==> config.mk <==
export PLATFORM = sky130hd
export DESIGN_NAME = quadrature_decoder
export DESIGN_NICKNAME = d
export VERILOG_FILES = /design/src/rtl/quad_pkg.sv /design/src/rtl/quad_transition_decode.sv /design/src/rtl/quadrature_decoder.sv
export SDC_FILE = /design/constraint.sdc
export NUM_CORES = 1
export LEC_CHECK = 0
export BUFFER_PORTS_ARGS = -buffer_cell sky130_fd_sc_hd__buf_2
export CELL_PAD_IN_SITES_DETAIL_PLACEMENT = 1
export CELL_PAD_IN_SITES_GLOBAL_PLACEMENT = 2
export CORE_UTILIZATION = 32
export DETAILED_ROUTE_END_ITERATION = 16
export PLACE_DENSITY = 0.82
export SETUP_SLACK_MARGIN = 0.4
export SLEW_MARGIN = 10
export SYNTH_ARGS = -nofsm -noshare
export SYNTH_HDL_FRONTEND = slang
export SYNTH_HIERARCHICAL = 1
export SYNTH_SLANG_ARGS = --single-unit
==> constraint.sdc <==
create_clock -name clk -period 5.1 [get_ports clk]
set_clock_uncertainty 0.2 [all_clocks]
set_input_delay 1.53 -clock clk [delete_from_list [all_inputs] [get_ports clk]]
set_output_delay 1.53 -clock clk [all_outputs]
set_load 0.01 [all_outputs]
==> src/rtl/quad_pkg.sv <==
// Shared quadrature-encoder types: AB codes, direction enum
// and the Gray-code transition classifier.
package quad_pkg;

  localparam logic [1:0] AB_00 = 2'b00;
  localparam logic [1:0] AB_01 = 2'b01;
  localparam logic [1:0] AB_11 = 2'b11;
  localparam logic [1:0] AB_10 = 2'b10;

  typedef enum logic [1:0] {
    DIR_NONE,
    DIR_CW,
    DIR_CCW,
    DIR_ILLEGAL
  } quad_dir_t;

  function automatic quad_dir_t quad_dir(
    input logic [1:0] prev,
    input logic [1:0] cur
  );
    logic [1:0] fwd;
    logic [1:0] bwd;
    quad_dir_t  d;
    unique case (prev)
      AB_00: begin
        fwd = AB_01;
        bwd = AB_10;
      end
      AB_01: begin
        fwd = AB_11;
        bwd = AB_00;
      end
      AB_11: begin
        fwd = AB_10;
        bwd = AB_01;
      end
      default: begin
        fwd = AB_00;
        bwd = AB_11;
      end
    endcase
    unique case (1'b1)
      (cur == prev): d = DIR_NONE;
      (cur == fwd):  d = DIR_CW;
      (cur == bwd):  d = DIR_CCW;
      default:       d = DIR_ILLEGAL;
    endcase
    return d;
  endfunction

endpackage

==> src/rtl/quad_transition_decode.sv <==
// Combinational prev/cur AB -> direction classifier.
// Ports: prev_ab, cur_ab in; dir out (quad_dir_t).
module quad_transition_decode
  import quad_pkg::*;
(
  input  logic [1:0] prev_ab,
  input  logic [1:0] cur_ab,
  output quad_dir_t  dir
);

  assign dir = quad_dir(prev_ab, cur_ab);

endmodule

==> src/rtl/quadrature_decoder.sv <==
// Rotary encoder A/B decoder: detent position, step pulses,
// sticky moved/err. In: clk reset a_in b_in clr rd_ack.
// Out: position cw_pulse ccw_pulse moved err.
module quadrature_decoder
  import quad_pkg::*;
#(
  parameter int POS_W            = 16,
  parameter int STEPS_PER_DETENT = 4
) (
  input  logic                    clk,
  input  logic                    reset,
  input  logic                    a_in,
  input  logic                    b_in,
  input  logic                    clr,
  input  logic                    rd_ack,
  output logic signed [POS_W-1:0] position,
  output logic                    cw_pulse,
  output logic                    ccw_pulse,
  output logic                    moved,
  output logic                    err
);

  localparam logic signed [3:0] SPD_P =
    4'(STEPS_PER_DETENT);
  localparam logic signed [3:0] SPD_N = -SPD_P;

  logic [1:0]        cur_ab;
  logic [1:0]        prev_ab;
  logic              loaded;
  logic              primed;
  logic signed [2:0] accum;

  quad_dir_t         dir;
  logic signed [3:0] acc_ext;
  logic signed [3:0] acc_inc;
  logic signed [3:0] acc_dec;
  logic signed [2:0] acc_d;
  logic              step_cw;
  logic              step_ccw;
  logic              illegal;

  quad_transition_decode u_dec (
    .prev_ab (prev_ab),
    .cur_ab  (cur_ab),
    .dir     (dir)
  );

  // prev_ab is only meaningful once two samples exist;
  // primed gates decode so the power-up AB never counts.
  always_ff @(posedge clk or posedge reset) begin
    if (reset) begin
      cur_ab  <= AB_00;
      prev_ab <= AB_00;
      loaded  <= 1'b0;
      primed  <= 1'b0;
    end else begin
      cur_ab <= {a_in, b_in};
      loaded <= 1'b1;
      if (loaded) begin
        prev_ab <= cur_ab;
        primed  <= 1'b1;
      end
    end
  end

  // Extend to 4 bits so reaching +4 is representable.
  assign acc_ext = {accum[2], accum};
  assign acc_inc = acc_ext + 4'sd1;
  assign acc_dec = acc_ext - 4'sd1;

  always_comb begin
    acc_d    = accum;
    step_cw  = 1'b0;
    step_ccw = 1'b0;
    illegal  = 1'b0;
    if (primed) begin
      unique case (dir)
        DIR_NONE: begin
          acc_d = accum;
        end
        DIR_CW: begin
          if (acc_inc == SPD_P) begin
            step_cw = 1'b1;
            acc_d   = '0;
          end else begin
            acc_d = acc_inc[2:0];
          end
        end
        DIR_CCW: begin
          if (acc_dec == SPD_N) begin
            step_ccw = 1'b1;
            acc_d    = '0;
          end else begin
            acc_d = acc_dec[2:0];
          end
        end
        DIR_ILLEGAL: begin
          illegal = 1'b1;
          acc_d   = '0;
        end
      endcase
    end
  end

  always_ff @(posedge clk or posedge reset) begin
    if (reset) begin
      position  <= '0;
      accum     <= '0;
      cw_pulse  <= 1'b0;
      ccw_pulse <= 1'b0;
      moved     <= 1'b0;
      err       <= 1'b0;
    end else if (clr) begin
      position  <= '0;
      accum     <= '0;
      cw_pulse  <= 1'b0;
      ccw_pulse <= 1'b0;
      moved     <= 1'b0;
      err       <= 1'b0;
    end else begin
      accum     <= acc_d;
      cw_pulse  <= step_cw;
      ccw_pulse <= step_ccw;
      if (step_cw)
        position <= position + POS_W'(1);
      else if (step_ccw)
        position <= position - POS_W'(1);
      if (illegal)
        err <= 1'b1;
      // A step wins over a same-cycle read acknowledge.
      if (step_cw || step_ccw)
        moved <= 1'b1;
      else if (rd_ack)
        moved <= 1'b0;
    end
  end

endmodule

# Word level (Yosys, flattened, before mapping)

Index checks and enable logic that the tools add are counted.

Register bits: 29
Bits of input ports: 6
Logic and storage cells: 59

$add $sub $neg: 4
Eq/ne operators: 11
Muxes and demuxes: 26
Reduce and logical (&&, ||, !) cells: 8

Operators by type and width:

| cell                                                                 | count |
|---|---|
| 16-bit two-way mux                                                   | 3 |
| 2-bit case mux with 3 select lines                                   | 3 |
| 16-bit by 2-bit adder with 16-bit output, second input constant      | 1 |
| 16-bit by 2-bit subtractor with 16-bit output, second input constant | 1 |
| 1-bit two-way mux                                                    | 15 |
| 3-bit two-way mux                                                    | 4 |
| 3-bit case mux with 3 select lines                                   | 1 |
| 2-bit == test                                                        | 3 |
| 2-bit == test, second input constant                                 | 3 |
| 3-bit nonzero test                                                   | 2 |
| 3-bit by 2-bit adder with 4-bit output, second input constant        | 1 |
| 2-bit by 1-bit == test with 1-bit output, second input constant      | 2 |
| 4-bit by 3-bit == test with 1-bit output, second input constant      | 1 |
| 4-bit == test, second input constant                                 | 1 |
| 2-bit logical NOT                                                    | 2 |
| 2-bit nonzero test                                                   | 2 |
| 3-bit by 2-bit subtractor with 4-bit output, second input constant   | 1 |
| 2-bit inequality test, second input constant                         | 1 |
| 2-bit AND reduction                                                  | 1 |
| 1-bit logical OR                                                     | 1 |

# Depth between registers and ports, before layout

Gate-level depths: netlist (run 1).

Depth in word-level cells: 10
Depth in mapped cells: 14

# Hierarchy

Netlist (run 1), hierarchy kept.

Modules (own cells, without submodules):

| module                 | times used | cells each | area an instance (sq um) | seq. area each (sq um) |
|---|---|---|---|---|
| quadrature_decoder     | 1          | 200        | 1891.8                   | 725.7 |
| quad_transition_decode | 1          | 9          | 55.1                     | 0.0 |

# Least setup slack after synthesis (run 1)

OpenSTA, ideal clock, no wires.

Path kind: reg2reg
Start point: register prev_ab[1]
End point: register position[15]
Library setup time: 0.074 ns
Arrival: 3.347 ns
Required time: 4.826 ns
Setup slack: 1.479 ns
Stages on the path, launching flop included: 15
Buffers on the path: 0
Clock period less this slack: 3.621 ns
Path through: dfrtp_1 -> nand2b_1 -> nand3_1 -> o21ai_2 -> nand3b_1 -> a21oi_1 -> nand2_1 -> ha_1 -> a211oi_1 -> o21ai_1 -> o2111ai_1 -> a21oi_1 -> or4b_4 -> a21o_1 -> a21oi_2

Word-level cells in the longest chain between the ends: 9

RTL lines:

| element                                     | line                           | text |
|---|---|---|
| start: declaration                          | quadrature_decoder.sv:28       | `logic [1:0] prev_ab;` |
| start signal: assignment                    | quadrature_decoder.sv:60       | `prev_ab <= cur_ab;` |
| 2-bit == test, or another cell as far along | quad_pkg.sv:24                 | `unique case (prev)` |
| 2-bit case mux with 3 select lines          | quad_pkg.sv:24                 |  |
| 2-bit == test (on tied branches)            | quad_pkg.sv:45, quad_pkg.sv:44 |  |
| 2-bit case mux with 3 select lines (*)      | quad_pkg.sv:42                 | `unique case (1'b1)` |
| via dir[1]                                  | quadrature_decoder.sv:33       | `quad_dir_t dir;` |
| 2-bit by 1-bit == test with 1-bit output    | quadrature_decoder.sv:77       | `unique case (dir)` |
| 1-bit two-way mux                           | quadrature_decoder.sv:77       |  |
| 1-bit two-way mux                           | quadrature_decoder.sv:76       | `if (primed) begin` |
| 16-bit two-way mux                          | quadrature_decoder.sv:124      | `if (step_cw)` |
| 16-bit two-way mux                          | quadrature_decoder.sv:113      | `end else if (clr) begin` |
| end signal: assignment                      | quadrature_decoder.sv:125      | `position <= position + POS_W'(1);` |
| end signal: assignment                      | quadrature_decoder.sv:127      | `position <= position - POS_W'(1);` |
| end: declaration                            | quadrature_decoder.sv:16       | `output logic signed [POS_W-1:0] position,` |

The timed path passes the listed nets; every way through them passes the cells marked *.
A chain may end at the register's enable or synchronous reset.

# Final worst setup path (run 1)

Ends and elaborated chain as after synthesis.

==> results.json, run 1 <==
{
  "status": "completed",
  "clk_latency_ns": 0.29,
  "io_pins": 26,
  "fp.coreArea_um2": 5890,
  "power.static_leakage_nw": 1.16,
  "finalCritPeriodShare_pct": 80.6,
  "holdBufCountCts": 0,
  "critical_path_arrival_ns": 4.12,
  "min_to": "err$_DFFE_PP0P_",
  "first_pass_iters": 4,
  "switching_share_pct": 31.8,
  "rsz0062_at_grt": "no",
  "pwr-share-comb_pct": 28.6,
  "finalMaxSlewViolations": 0,
  "rows": 28,
  "postCtsSetupBuffers": 0,
  "vias_per_cell": 5.15,
  "endpoint_kind": "flop",
  "r2r_end": "position[15]$_DFFE_PP0P_",
  "n_antenna_cell": 0,
  "drtIter0Drc": 38,
  "syn_area_um2": 1950,
  "routabilityCongestion": 0.809,
  "syn_nets": 236,
  "synth_top_area_cell": "dfrtp_1",
  "placedCellCount": 306,
  "routed_wl_um": 4460,
  "grtUsageTotal_pct": 16.2,
  "synthTopCellsByArea": "dfrtp_1 (37%), ha_1 (13%), a21oi_1 (5.7%), xor2_1 (4.5%), nand2_1 (4.0%)",
  "hold_viol_final": 0,
  "antenna_found_initial": 0,
  "synth-seq-cells": 29,
  "timing.rr.start": "prev_ab[1]$_DFFE_PP0P_",
  "ir_drop_mv": 0.180,
  "fmax_ghz": 0.243,
  "total_power_mw": 0.726,
  "start_util_pct": 33.1,
  "nFillCells": 719,
  "portBuffers": 25,
  "power_frac_seq_pct": 36.3,
  "synthTopCellsByCount": "dfrtp_1 (29), a21oi_1 (22), nand2_1 (21)",
  "power.density_nw_per_um2": 319,
  "yosys.area.top_type_share_pct": 37.3,
  "holdCritStartpoint": "err$_DFFE_PP0P_",
  "syn-mean-instance-area_um2": 9.32,
  "grt_max_degree": 30,
  "wire_per_inst_um": 14.2,
  "fin_tns_setup_ns": 0,
  "synth.most_common_cell": "dfrtp_1",
  "stdcell_count": 314,
  "cp-start-kind": "flop",
  "switchingPower_mw": 0.231,
  "path_class": "reg -> reg",
  "layout-drive-gt1-share_pct": 18.0,
  "cts_buffer_depth": 2,
  "h-tree-depth": 2,
  "cts_buffers": 5,
  "vias": 1617,
  "syn_inst": 209,
  "async_flop_share_pct": 100,
  "grt_first_pass_wirelength_um": 8050,
  "hpwl_um": 3260,
  "grt.overflow.total": 0,
  "synth_ff_type": "dfrtp_1",
  "synth.distinct_cells": 43,
  "drv_cap": 0,
  "p_clk_share_pct": 35.1,
  "hold_depth": 2,
  "nets": 265,
  "worstPathRequired_ns": 5.11,
  "yosysWarnings": 6,
  "relSlewSlack_pct": 53.6,
  "clockRootBuffer": "clkbuf_8",
  "cts.clk_slew.worst_paths_ns": 0.07,
  "ant_nets": 0,
  "ctsResizeCount": 0,
  "drcViolationCount": 0,
  "dieArea_um2": 6400,
  "ys_seq_area_share_pct": 37.3,
  "die_w_um": 80,
  "grt_pass1_vias": 1718,
  "crit_fanout": 20,
  "tightest_slew_ns": 0.694,
  "cts.sinks": 29,
  "setup_viol": 0,
  "final.min_clock_period_ns": 4.11,
  "p_int_mw": 0.495,
  "r2r_cells": 14,
  "die_h_um": 80,
  "synth_edf_count": 0,
  "area_growth_pct": 17.0,
  "holdCritPathClass": "reg -> reg",
  "cts_tree": "done",
  "r2r_slack_ns": 0.99
}
worst max-delay path by stage:
| stage | from | end | slack [ns] | cells after the start |
|---|---|---|---|---|
| 2_1_floorplan | prev_ab[1]$_DFFE_PP0P_ | position[15]$_DFFE_PP0P_ | 1.48 | 14 |
| 3_3_place_gp | prev_ab[1]$_DFFE_PP0P_ | position[15]$_DFFE_PP0P_ | 1.11 | 14 |
| 3_5_place_dp | prev_ab[1]$_DFFE_PP0P_ | position[15]$_DFFE_PP0P_ | 0.98 | 14 |
| 4_1_cts | prev_ab[1]$_DFFE_PP0P_ | position[15]$_DFFE_PP0P_ | 0.95 | 14 |
| 5_1_grt | prev_ab[1]$_DFFE_PP0P_ | position[12]$_DFFE_PP0P_ | 0.56 | 14 |
| 6_report | prev_ab[1]$_DFFE_PP0P_ | position[15]$_DFFE_PP0P_ | 0.99 | 14 |
state kept, by name, summed over array words and instances, names as in the netlist:
name       flops
accum          3
ccw_pulse      1
cur_ab         2
cw_pulse       1
err            1
loaded         1
moved          1
position      16
prev_ab        2
primed         1
per-stage QoR:
| step | worst slack (ns) | cell area (um2) | hold WS, ns | util, % |
|---|---|---|---|---|
| after floorplan | 1.48 | 1950 | 0.282 | - |
| after global placement | 1.11 | 2160 | 0.292 | 36.7 |
| after detailed placement | 0.981 | 2160 | 0.300 | 36.7 |
| after CTS | 0.955 | 2280 | 0.316 | 38.7 |
| after global routing | 0.564 | 2280 | 0.353 | 38.7 |
| final | 0.992 | 2280 | 0.309 | 38.7 |
critical path, stage by stage, from the launching register on:
cell	delay, ns
dfrtp_1	0.45
nand2_1	0.12
o21ai_0	0.09
o21ai_1	0.29
nand3b_1	0.11
a21oi_1	0.17
nand2_1	0.46
ha_1	0.50
a211oi_1	0.23
o21ai_1	0.15
o2111ai_1	0.30
a21oi_1	0.13
or4b_4	0.50
a21o_1	0.20
a21oi_2	0.12
cells by family after synthesis:
group / after synthesis / share of synthesized area, %
muxes: 6 / 3.21
adders and majority gates: 21 / 13.9
other: 1 / 0.193
xor gates and xnor gates: 14 / 6.30
and+or+nand+nor: 59 / 15.2
DFF: 29 / 37.3
buffers and inverters: 12 / 2.31
AOI/OAI and AO/OA: 67 / 21.6
cell type report:
type | count | area [um2] | area share, %
clock inverter | 2 | 37.5 | 1.65
tap | 75 | 93.8 | 4.12
multi-input combinational | 168 | 1180 | 51.6
clock buffer | 6 | 82.6 | 3.62
timing repair buffer | 26 | 133 | 5.82
sequential | 29 | 726 | 31.9
inverter | 8 | 30.0 | 1.32
power groups by stage:
stage / Clock, mW / Combinational (mW) / Sequential, mW
global route: 0.274 / 0.240 / 0.266
finish: 0.255 / 0.208 / 0.264
CTS: 0.265 / 0.210 / 0.264
floorplan: 0 / 0.160 / 0.267
detailed placement: 0 / 0.208 / 0.268
global placement: 0 / 0.207 / 0.267
per-layer routing:
layer / up-vias / track usage, % / share of wire [%]
met3: 8 / 3.43 / 2.8
met5: - / 0 / 0
met4: 0 / 5.36 / 1.3
met1: 774 / 21.2 / 50
li1: 810 / - / -
met2: 25 / 26.6 / 46
layout by cell type (no fill, tap or decap), drive strengths merged, types with 3 or more instances in the layout:
| cell | instances |
|---|---|
| a21o | 7 |
| a21oi | 23 |
| a221oi | 3 |
| a31oi | 4 |
| buf | 26 |
| clkbuf | 6 |
| dfrtp | 29 |
| ha | 20 |
| inv | 8 |
| mux2i | 4 |
| nand2 | 22 |
| nand2b | 4 |
| nand3 | 3 |
| nor2 | 17 |
| o211ai | 3 |
| o21ai | 18 |
| xnor2 | 4 |
| xor2 | 10 |
Note: power is estimated with default switching activity, not from simulation.
==> inputs of run 2 (changes only) <==
Settings changed: ABC_AREA set to 1, CORE_UTILIZATION 32 to 29, PLACE_DENSITY 0.82 to 0.85.
Clock period 5.1 ns to 3.5 ns, I/O delays scaled along.
==> run 2 against run 1 <==
Compared with the run above:
- clock-buffer cell count rose by 1
- die area grew 30%
- sequential share of layout area down 5.9 points
- critical path depth grew 3
- total power up 99%
- first-iteration DRC count grew 100%
- utilization is 2.4 points lower
- final area up 23%
- global-route usage up 0.60 points
- highest routed layer unchanged
==> results.json, run 2 <==
{
  "die_w_um": 91.1,
  "grt_max_degree": 34,
  "endpoint_kind": "flop",
  "drv_cap": 0,
  "cp-start-kind": "flop",
  "hold_depth": 2,
  "preCtsSetupSlack_ns": 0.341,
  "setup_viol": 0,
  "r2r_cells": 17,
  "cts_buffers": 5,
  "vias_per_cell": 4.78,
  "ir_drop_mv": 0.224,
  "met2_length_um": 3170,
  "hpwl_um": 4760,
  "path_class": "reg -> reg",
  "worstPathRequired_ns": 3.48,
  "final.min_clock_period_ns": 2.89,
  "cts.sinks": 29,
  "nets": 400,
  "first_pass_iters": 4,
  "largest_reg_flops": 16,
  "rsz0062_at_grt": "no",
  "routabilityCongestion": 0.846,
  "power.density_nw_per_um2": 516,
  "syn-mean-instance-area_um2": 6.82,
  "status": "completed",
  "drtIter0Drc": 77,
  "fin_tns_setup_ns": 0,
  "clk_latency_ns": 0.28,
  "portBuffers": 25,
  "hold_viol_final": 0,
  "finalMaxSlewViolations": 0,
  "final_common_cell": "nand2_1",
  "crit_fanout": 17,
  "synth_edf_count": 0,
  "cts.clk_slew.worst_paths_ns": 0.07,
  "dr.max_layer_used": "met4",
  "yosys.area.top_type_share_pct": 31.6,
  "cts_tree": "done",
  "top_register": "position",
  "routed_wl_um": 6740,
  "finalCritPeriodShare_pct": 82.6,
  "mostFrequentLayoutCells": "nand2_1 (117), inv_1 (49), dfrtp_1 (29), buf_2 (25), nand3_1 (24)",
  "critical_path_arrival_ns": 2.87,
  "area_growth_pct": 21.5,
  "synth.distinct_cells": 32,
  "syn_area_um2": 2300,
  "synth-seq-cells": 29,
  "holdCritPathClass": "reg -> reg",
  "yosysWarnings": 6,
  "rows": 32,
  "layout-drive-gt1-share_pct": 19.5,
  "dieArea_um2": 8290,
  "antenna_found_initial": 0,
  "die_h_um": 91.1,
  "wire_per_inst_um": 14.2,
  "synthTopCellsByCount": "nand2_1 (122), inv_1 (50), dfrtp_1 (29)",
  "ys_seq_area_share_pct": 31.6,
  "ant_nets": 0,
  "synth_ff_type": "dfrtp_1",
  "h-tree-depth": 2,
  "timing.final.ws_setup_ns": 0.608,
  "fp.coreArea_um2": 7690,
  "drcViolationCount": 0,
  "fmax_ghz": 0.346,
  "synthTopCellsByArea": "dfrtp_1 (32%), nand2_1 (20%), ha_1 (11%), inv_1 (8.2%), nand3_1 (5.2%)",
  "io_pins": 26,
  "top_regs": "position x16, accum x3",
  "syn_nets": 364,
  "cts_buffer_depth": 2,
  "synth_top_area_cell": "dfrtp_1",
  "synth.most_common_cell": "nand2_1",
  "async_flop_share_pct": 100,
  "grt_pass1_vias": 2312,
  "met3_length_um": 169,
  "clockRootBuffer": "clkbuf_8",
  "syn_inst": 337,
  "grtUsageTotal_pct": 16.8,
  "vias": 2277,
  "n_antenna_cell": 0,
  "power.static_leakage_nw": 1.57,
  "drt-met1-wl_um": 3340,
  "start_util_pct": 29.9,
  "grt_first_pass_wirelength_um": 11200,
  "grt.overflow.total": 0
}
[run 2: cell types whose count changed after synthesis, moves of 8 or more]
cell | before | now
a21oi_1 | 22 | 9
inv_1 | 8 | 50
nand2_1 | 21 | 122
nand3_1 | 3 | 24
nand4_1 | 1 | 16
xor2_1 | 10 | 2
[run 2: worst paths after layout]
check                               startpoint                        to  slack, ns
max reg2reg                cur_ab[1]$_DFF_PP0_  position[13]$_DFFE_PP0P_       0.61
max in group asynchronous                reset   position[7]$_DFFE_PP0P_       2.16
max                        cur_ab[1]$_DFF_PP0_  position[13]$_DFFE_PP0P_       0.61
min                           loaded$_DFF_PP0_    prev_ab[0]$_DFFE_PP0P_       0.31
min reg2reg                   loaded$_DFF_PP0_    prev_ab[0]$_DFFE_PP0P_       0.31
min in group asynchronous                reset      accum[1]$_DFFE_PP0P_       0.65
[run 2: kinds of logic after synthesis]
family	share of synthesized area [%]
buffers and inverters	10.1
other	0.163
adder cells (fa/ha/maj)	11.8
XOR/XNOR	2.67
flip-flops	31.6
AND/OR/NAND/NOR	37.1
AO/OA/AOI/OAI	6.75
[run 2: power breakdown]
part	internal (mW)	switching, mW	leakage (nW)
Sequential	0.369	0.0471	0.385
Combinational	0.259	0.445	1.13
Clock	0.178	0.144	0.0542
[run 2: timing repair]
action	4_1_cts	5_1_grt
cloned	0	1
gates resized for setup	4	17
setup endpoints to repair	3	12
buffers inserted	0	4
hold buffers	0	0
pin swaps	0	1
[run 2: stage by stage]
step	hold slack, ns	total power, mW	instance area, um2	instances	util, %
floorplan	0.268	0.917	2300	337	-
global placement	0.306	1.06	2550	463	33.2
detailed placement	0.307	1.08	2550	463	33.2
CTS	0.320	1.42	2660	471	34.6
global route	0.365	1.59	2790	476	36.3
finish	0.313	1.44	2790	476	36.3
[run 2: worst max-delay path, cell delays in order, from the launching register on]
cell and delay, ns:
dfrtp_1 0.42, inv_1 0.11, nand2_1 0.08, nand2_1 0.06
nand2_1 0.07, nand2_2 0.09, nand2_2 0.08, nor2_4 0.13
nand4_4 0.14, buf_12 0.19, ha_1 0.32, or2_2 0.31
nand3_1 0.10, nand2_1 0.10, nand2_1 0.10, nand3_1 0.09
nand3_1 0.12, nand2_1 0.07
[run 2: area by class of cell]
cell class / count / area (um2)
timing repair buffer: 33 / 215
tap: 102 / 128
fill: 1009 / 4890
clock inverter: 1 / 5.00
clock buffer: 7 / 96.3
inverter: 55 / 206
multi-input combinational: 249 / 1420
sequential: 29 / 726
[run 2: per-layer routing]
| layer | vias to the layer above | track usage, % |
|---|---|---|
| met3 | 5 | 3.18 |
| met4 | 0 | 4.76 |
| met2 | 26 | 27.5 |
| met5 | - | 0 |
| li1 | 1141 | - |
| met1 | 1105 | 22.6 |
